## config.mk

```make
export PLATFORM = sky130hd
export DESIGN_NAME = aes_core_arbiter
export DESIGN_NICKNAME = d
export VERILOG_FILES = /design/src/rtl/aes_core_arbiter.sv
export SDC_FILE = /design/constraint.sdc
export NUM_CORES = 1
export LEC_CHECK = 0
export BUFFER_PORTS_ARGS = -buffer_cell sky130_fd_sc_hd__buf_2
export CORE_AREA = 2 2 556 558
export DETAILED_ROUTE_END_ITERATION = 12
export DIE_AREA = 0 0 558 560
export HOLD_SLACK_MARGIN = 0.08
export SLEW_MARGIN = 5
export SYNTH_ARGS = -nofsm -noshare
export SYNTH_HDL_FRONTEND = slang
export SYNTH_SLANG_ARGS = --single-unit
```

## constraint.sdc

```tcl
create_clock -name clk_i -period 2.2 [get_ports clk_i]
set_clock_uncertainty 0.2 [all_clocks]
set_input_delay 0.33 -clock clk_i [delete_from_list [all_inputs] [get_ports clk_i]]
set_output_delay 0.33 -clock clk_i [all_outputs]
set_load 0.02 [all_outputs]
```

## src/rtl/aes_core_arbiter.sv

```systemverilog
// rtl/aes_core_arbiter.sv - round-robin arbiter sharing one AES core between two requesters
// Tracks whose key schedule is loaded so consecutive blocks from one owner skip key expansion.
module aes_core_arbiter #(
  parameter int TIMEOUT_CYC = 1024,
  parameter int TW          = 11
) (
  input  logic         clk_i,
  input  logic         reset_i,
  input  logic         r0_req_i,
  input  logic [255:0] r0_key_i,
  input  logic [1:0]   r0_key_mode_i,
  input  logic         r0_ende_i,
  input  logic         r0_key_new_i,
  input  logic [127:0] r0_data_i,
  output logic         r0_ack_o,
  input  logic         r1_req_i,
  input  logic [255:0] r1_key_i,
  input  logic [1:0]   r1_key_mode_i,
  input  logic         r1_ende_i,
  input  logic         r1_key_new_i,
  input  logic [127:0] r1_data_i,
  output logic         r1_ack_o,
  output logic [127:0] rsp_data_o,
  output logic         rsp_err_o,
  output logic         core_start_o,
  output logic         core_enable_o,
  output logic         core_ende_o,
  output logic [255:0] core_key_o,
  output logic [1:0]   core_key_mode_o,
  output logic [127:0] core_data_o,
  output logic         core_dvalid_o,
  input  logic         core_ready_i,
  input  logic         core_key_rdy_i,
  input  logic [127:0] core_dout_i,
  input  logic         core_dout_v_i
);

  typedef enum logic [2:0] {S_IDLE, S_KEYLD, S_KEYWT, S_SEND, S_RESWT, S_ACK} state_e;

  localparam logic [TW-1:0] TMO_LAST = TW'(TIMEOUT_CYC - 1);

  state_e         state_q, state_d;
  logic           grant_q, grant_d;
  logic           last_grant_q, last_grant_d;
  logic           cache_vld_q, cache_vld_d;
  logic           cache_owner_q, cache_owner_d;
  logic [1:0]     cache_mode_q, cache_mode_d;
  logic [255:0]   key_q, key_d;
  logic [1:0]     mode_q, mode_d;
  logic           ende_q, ende_d;
  logic [127:0]   data_q, data_d;
  logic [127:0]   rsp_data_q, rsp_data_d;
  logic           rsp_err_q, rsp_err_d;
  logic           start_q, start_d;
  logic           dvalid_q, dvalid_d;
  logic           ack0_q, ack0_d;
  logic           ack1_q, ack1_d;
  logic           prev_q, prev_d;
  logic [TW-1:0]  tmo_q, tmo_d;
  logic           enable_q;
  logic           sel, sel_key_new, abort, tmo_hit;
  logic [1:0]     sel_mode;

  always_comb begin
    state_d       = state_q;
    grant_d       = grant_q;
    last_grant_d  = last_grant_q;
    cache_vld_d   = cache_vld_q;
    cache_owner_d = cache_owner_q;
    cache_mode_d  = cache_mode_q;
    key_d         = key_q;
    mode_d        = mode_q;
    ende_d        = ende_q;
    data_d        = data_q;
    rsp_data_d    = rsp_data_q;
    rsp_err_d     = rsp_err_q;
    prev_d        = prev_q;
    start_d       = 1'b0;
    dvalid_d      = 1'b0;
    ack0_d        = 1'b0;
    ack1_d        = 1'b0;
    abort         = 1'b0;
    tmo_hit       = (tmo_q == TMO_LAST);
    // On a tie the requester that was not served last wins.
    sel           = r1_req_i & (~r0_req_i | ~last_grant_q);
    sel_mode      = sel ? r1_key_mode_i : r0_key_mode_i;
    sel_key_new   = sel ? r1_key_new_i : r0_key_new_i;

    unique case (state_q)
      S_IDLE: begin
        if (r0_req_i || r1_req_i) begin
          grant_d = sel;
          key_d   = sel ? r1_key_i : r0_key_i;
          mode_d  = sel_mode;
          ende_d  = sel ? r1_ende_i : r0_ende_i;
          data_d  = sel ? r1_data_i : r0_data_i;
          if (!cache_vld_q || cache_owner_q != sel || cache_mode_q != sel_mode || sel_key_new) begin
            state_d = S_KEYLD;
            start_d = 1'b1;
          end else begin
            state_d = S_SEND;
          end
        end
      end
      S_KEYLD: begin
        cache_vld_d = 1'b0;
        state_d     = S_KEYWT;
      end
      S_KEYWT: begin
        if (core_key_rdy_i) begin
          cache_vld_d   = 1'b1;
          cache_owner_d = grant_q;
          cache_mode_d  = mode_q;
          state_d       = S_SEND;
        end else if (tmo_hit) begin
          abort = 1'b1;
        end
      end
      S_SEND: begin
        prev_d = core_dout_v_i;
        if (core_ready_i) begin
          dvalid_d = 1'b1;
          state_d  = S_RESWT;
        end else if (tmo_hit) begin
          abort = 1'b1;
        end
      end
      S_RESWT: begin
        prev_d = core_dout_v_i;
        if (!prev_q && core_dout_v_i) begin
          rsp_data_d = core_dout_i;
          rsp_err_d  = 1'b0;
          state_d    = S_ACK;
        end else if (tmo_hit) begin
          abort = 1'b1;
        end
      end
      S_ACK: begin
        last_grant_d = grant_q;
        state_d      = S_IDLE;
      end
      default: state_d = S_IDLE;
    endcase

    if (abort) begin
      rsp_data_d  = '0;
      rsp_err_d   = 1'b1;
      cache_vld_d = 1'b0;
      state_d     = S_ACK;
    end

    if (state_d == S_ACK && state_q != S_ACK) begin
      ack0_d = ~grant_q;
      ack1_d = grant_q;
    end

    if (state_d != state_q) begin
      tmo_d = '0;
    end else if (state_q == S_KEYWT || state_q == S_SEND || state_q == S_RESWT) begin
      tmo_d = tmo_q + 1'b1;
    end else begin
      tmo_d = '0;
    end

    // Uses the owner being written this cycle so a key change racing key_rdy still invalidates.
    if ((r0_key_new_i && !cache_owner_d) || (r1_key_new_i && cache_owner_d)) begin
      cache_vld_d = 1'b0;
    end
  end

  always_ff @(posedge clk_i) begin
    if (reset_i) begin
      state_q       <= S_IDLE;
      grant_q       <= 1'b0;
      last_grant_q  <= 1'b1;
      cache_vld_q   <= 1'b0;
      cache_owner_q <= 1'b0;
      cache_mode_q  <= 2'b00;
      key_q         <= '0;
      mode_q        <= 2'b00;
      ende_q        <= 1'b0;
      data_q        <= '0;
      rsp_data_q    <= '0;
      rsp_err_q     <= 1'b0;
      start_q       <= 1'b0;
      dvalid_q      <= 1'b0;
      ack0_q        <= 1'b0;
      ack1_q        <= 1'b0;
      prev_q        <= 1'b0;
      tmo_q         <= '0;
      enable_q      <= 1'b0;
    end else begin
      state_q       <= state_d;
      grant_q       <= grant_d;
      last_grant_q  <= last_grant_d;
      cache_vld_q   <= cache_vld_d;
      cache_owner_q <= cache_owner_d;
      cache_mode_q  <= cache_mode_d;
      key_q         <= key_d;
      mode_q        <= mode_d;
      ende_q        <= ende_d;
      data_q        <= data_d;
      rsp_data_q    <= rsp_data_d;
      rsp_err_q     <= rsp_err_d;
      start_q       <= start_d;
      dvalid_q      <= dvalid_d;
      ack0_q        <= ack0_d;
      ack1_q        <= ack1_d;
      prev_q        <= prev_d;
      tmo_q         <= tmo_d;
      enable_q      <= 1'b1;
    end
  end

  assign r0_ack_o        = ack0_q;
  assign r1_ack_o        = ack1_q;
  assign rsp_data_o      = rsp_data_q;
  assign rsp_err_o       = rsp_err_q;
  assign core_start_o    = start_q;
  assign core_enable_o   = enable_q;
  assign core_ende_o     = ende_q;
  assign core_key_o      = key_q;
  assign core_key_mode_o = mode_q;
  assign core_data_o     = data_q;
  assign core_dvalid_o   = dvalid_q;

endmodule
```

### Word-level counts from Yosys, hierarchy flattened

Cells that the tools add are included.
W data, S select, Z words.

| operators by class | value |
|---|---|
| $add $sub $neg | 1 |
| eq/ne operators | 12 |
| multiplexer cells | 27 |
| bitwise gates (word level) | 10 |
| reductions and logical operators | 30 |

Operators with widths:

| cell | number |
|---|---|
| $mux W256 | 1 |
| $mux W128 | 1 |
| $mux W1 | 15 |
| $mux W3 | 5 |
| $pmux W3 S5 | 1 |
| $add A11 B1 Y11 const B | 1 |
| $eq A11 B10 Y1 const B | 1 |
| $reduce_and A2 Y1 | 5 |
| $eq A3 B3 Y1 const B | 3 |
| $reduce_or A3 Y1 | 3 |
| $not A1 Y1 | 8 |
| $reduce_or A2 Y1 | 4 |
| $logic_or A1 B1 Y1 | 7 |
| $eq A3 B2 Y1 const B | 2 |
| $reduce_bool A2 Y1 | 3 |
| $logic_and A1 B1 Y1 | 4 |
| $mux W2 | 2 |
| $eq A3 B1 Y1 const B | 1 |
| $logic_not A1 Y1 | 3 |
| $logic_not A3 Y1 | 1 |
| $ne A3 B3 Y1 | 1 |
| $ne A3 B3 Y1 const B | 1 |
| $pmux W1 S3 | 1 |
| $ne A2 B2 Y1 | 1 |
| other kinds (5) | 5 |

| storage, ports and cells | value |
|---|---|
| register bits after elaboration | 542 |
| logic and storage cells | 99 |

### Depth between registers and ports, before layout

| logic depth | value |
|---|---|
| depth in word-level cells | 15 |
| mapped depth | 8 |
| depth with buffers taken out | 6 |

### Least setup slack after synthesis

Ideal clock, no wire load.

| timing path | value |
|---|---|
| kind | register to register |
| start | register state_q[1] |
| end | register state_q[1] |
| setup time | 0.079 ns |
| data arrival time | 1.687 ns |
| required time | 1.921 ns |
| path slack | 0.234 ns |
| stages on the path, launching flop included | 5 |
| path buffers | 1 |
| period minus slack after synthesis | 1.966 ns |
| cells stage by stage | dfxtp_1 > buf_6 > or4_4 > or4_4 > a211oi_2 |

| on the way | value |
|---|---|
| cells in the longest elaborated chain, start to end | 3 |
| elaborated cells on any way between the ends | 12 |
| those cells by class | eq/ne: 4; mux: 7; reduce/logical: 1 |

Ends and longest elaborated chain:

| element | RTL line | RTL |
|---|---|---|
| from (decl) | 42 | `state_e state_q, state_d;` |
| from (signal assigned) | 193 | `state_q <= state_d;` |
| $eq A3 B3 Y1 (tied with other cells) | 89 | `unique case (state_q)` |
| $pmux W3 S5 / $pmux W1 S3 (equally long branches) | 89 |  |
| $mux W3 * | 145 | `if (abort) begin` |

Every way passes the cells marked *; elsewhere a longest branch is shown, timed or not.
A chain may end at the register's enable or synchronous reset.

### Final worst setup path

| timing path | value |
|---|---|
| start | register last_grant_q |
| end | register state_q[1] |

| on the way | value |
|---|---|
| cells in the longest elaborated chain, start to end | 11 |
| elaborated cells on any way between the ends | 14 |
| those cells by class | eq/ne: 2; mux: 6; bitwise: 3; reduce/logical: 3 |

Ends and longest elaborated chain:

| element | RTL line | RTL |
|---|---|---|
| from (decl) | 44 | `logic last_grant_q, last_grant_d;` |
| from (signal assigned) | 195 | `last_grant_q <= last_grant_d;` |
| $not A1 Y1 * | 85 | `sel = r1_req_i & (~r0_req_i \| ~last_grant_q);` |
| $or A1 B1 Y1 * | 85 |  |
| $and A1 B1 Y1 * | 85 |  |
| $mux W2 / $ne A1 B1 Y1 (equally long branches) | 86, 97 |  |
| $ne A2 B2 Y1 / $logic_or A1 B1 Y1 (equally long branches) | 97 | `if (!cache_vld_q \|\| cache_owner_q != sel \|\| cache_mode_q != sel_mode \|\| sel_key_new) begin` |
| $logic_or A1 B1 Y1 | 97 |  |
| $logic_or A1 B1 Y1 * | 97 |  |
| $mux W2 * | 97 |  |
| $mux W3 * | 91 | `if (r0_req_i \|\| r1_req_i) begin` |
| $pmux W3 S5 * | 89 |  |
| $mux W3 * | 145 |  |

Marked as above.

==> out/metrics.cfg <==
[sta]
fin_ws_ns = -0.0238
min_period_ns = 2.22
hold_viol_final = 0
finalMaxSlewViolations = 0
fin_crit_sh_pct = 101
max_freq_mhz = 450
setup_violations = 1
relSlewSlack_pct = 51.8
tightestPinTransition_ns = 0.720
rsz0062_at_grt = true

[yosys]
netlist_instances = 2853
yosysUniqueCellTypes = 37
synth_seq_area_share_pct = 49.3
yosysWarnings = 0
netlist_area_um2 = 22000
synthFlopType = dfxtp_1
ys_ff_latch = 542
avgSynthCellArea_um2 = 7.72
synth_edf_count = 0
syn_nets = 3765
synthArstFlopShare_pct = 0

[power_and_ir_drop]
p_comb_share_pct = 32.1
swShare_pct = 36.6
pwr-share-clk_pct = 35.6
total_leakage_power_uw = 0.0208
powerDensity_nw_per_um2 = 746
ir_drop_v = 0.000545
fin_total_pwr_uw = 36200
power.internal_uw = 22900
seq_power_share_pct = 32.4
power.switching_uw = 13200

[finish]
mostFrequentLayoutCell = buf_2
final_nets = 6211
final_cell_mix = 1418 x buf_2, 1036 x nand2_1, 1006 x dlygate4sd3_1, 538 x dfxtp_1, 405 x nor2_1
fin_area_um2 = 48500
final_cells = 9598
drive_gt1_share_pct = 33.3
synthToLayoutAreaGrowth_pct = 120

[global_route]
grt_pass1_vias = 31700
grt_use_total_pct = 15.1
antenna_found_initial = 251
overflow = 0
grt_max_degree = 120
grt_pass1_wl_mm = 311

[die]
floorplan.initialDensity_pct = 7.17
ioPinCount = 1432
fp-row-count = 204
die_x_um = 558
core_um2 = 307000
dieArea_um2 = 312000
die_h_um = 560

[clock_network]
cts_max_level = 3
cts.sinks = 542
cts-buffers-inserted = 73
path_clk_slew_ns = 0.06
cts.root.buffer_cell = clkbuf_16
tritoncts = built
insertion_delay_ns = 0.73
clk_path_buf_depth = 4

[run]
drv_cap = 0

[route]
drc = 0
first_iter_violations = 2848
wl_met3_mm = 31.7
antenna_left = 1
wire_per_inst_um = 26.1
via_per_inst = 3.50
wl_met2_mm = 106
drtPass1Iterations = 7
wl_met1_mm = 94.6
top_layer = met5
vias = 33500
finalWirelength_mm = 250

[placed_design]
gp_congestion = 1.04
post-dp-hpwl_mm = 208
place.port_buffers = 1431
placed_area_um2 = 35000
dp.cells = 8318

[setup_path]
critPathMaxFanout = 3
crit_arrival_ns = 2.66
critPathRequiredTime_ns = 2.64
end_kind = flip-flop
worst_setup_path_start_kind = flip-flop
path_class = flip-flop to flip-flop

[status]
violations = antenna rules, setup timing
status = finished with violations

[worst_hold_path]
holdCritPathClass = input pin to flip-flop

==> layer usage <==
metal / up-vias / global-route usage, %
met2: 2281 / 23.0
met5: - / 0
met3: 727 / 7.38
li1: 14800 / -
met4: 122 / 8.39
met1: 15600 / 17.1
==> stage by stage <==
stage	hold slack, ns	setup WS (ns)	util (%)	setup TNS (ns)
finish	0.149	-0.0238	15.8	-0.0238
global route	0.126	-0.0815	15.7	-0.198
CTS	0.0800	-0.0724	15.6	-0.141
detailed placement	0.243	-0.366	11.4	-25.36
global placement	0.240	-0.297	11.4	-19.11
floorplan	0.228	0.234	-	0
==> cell type report <==
cell class / count / area, um^2
antenna: 129 / 323
clock buffer: 99 / 2100
clock inverter: 26 / 383
fill: 34500 / 259000
inverter: 3 / 11.3
multi-input combinational: 2044 / 10200
sequential: 542 / 10900
tap: 4120 / 5150
timing repair buffer: 2635 / 19500
==> path summary, 6_finish.rpt <==
check	from	to	slack [ns]	cells after the start
min reg2reg	rsp_data_o[38]$_SDFFE_PP0P_	rsp_data_o[38]$_SDFFE_PP0P_	0.25	2
max	last_grant_q$_SDFFE_PP1P_	state_q[1]$_SDFF_PP0_	-0.02	7
max reg2reg	last_grant_q$_SDFFE_PP1P_	state_q[1]$_SDFF_PP0_	-0.02	7
min	r0_key_mode_i[1]	state_q[1]$_SDFF_PP0_	0.15	6
==> cells by family after synthesis <==
| group | share of synthesized area (%) |
|---|---|
| adder cells (fa/ha/maj) | 0.0568 |
| AO/OA/AOI/OAI | 19.1 |
| multiplexers | 0.233 |
| buffers and inverters | 5.25 |
| XOR/XNOR | 0.398 |
| flip-flops | 49.3 |
| AND/OR/NAND/NOR | 25.6 |
==> power groups by stage <==
stage	registers [uW]	logic, uW	clock network, uW
floorplan	13200	2860	0
global placement	11900	9400	0
detailed placement	11900	9450	0
CTS	11700	11400	13200
global route	11800	12300	13500
finish	11700	11600	12900
==> sequential cells by signal, indices dropped and copies added (netlist names), 2 cells and up <==
name / flops
core_key_o: 256
rsp_data_o: 128
tmo_q: 11
state_q: 3
core_data_o: 128
cache_mode_q: 2
core_key_mode_o: 2
==> repair_timing <==
item | 4_1_cts | 5_1_grt
hold buffers | 1006 | 0
endpoints found under the setup margin | 15 | 259
gates resized for setup | 39 | 32
endpoints found under the hold margin | 540 | 0
cloned | 4 | 5
pin swaps | 2 | 3
setup buffers | 6 | 6
==> worst max-delay path, stage by stage (launching register included) <==
cell	delay, ns
dfxtp_4	0.40
a21boi_4	0.16
buf_4	0.14
mux2i_4	0.25
buf_6	0.18
xnor2_2	0.08
or4_4	0.49
a211oi_4	0.21
==> synth_stat cells (all sizes together) (2+ instances only) <==
master     n  area, um^2
a211oi     5        42.5
and3       3        18.8
a21oi    138         691
o21ai     11        58.8
clkbuf   140         526
buf      124         618
nor2b      3        18.8
nor3b      3        22.5
a31oi      2        12.5
xnor2      5        43.8
nand3      5        25.0
and2       2        12.5
or4        2        22.5
inv        3        11.3
dfxtp    542       10900
xor2       5        43.8
nand2b     2        12.5
a311oi   385        3370
mux2i      4        40.0
nor2     406        1520
nor3       6        30.0
nand2   1048        3940
(Power assumes the default switching activity.)
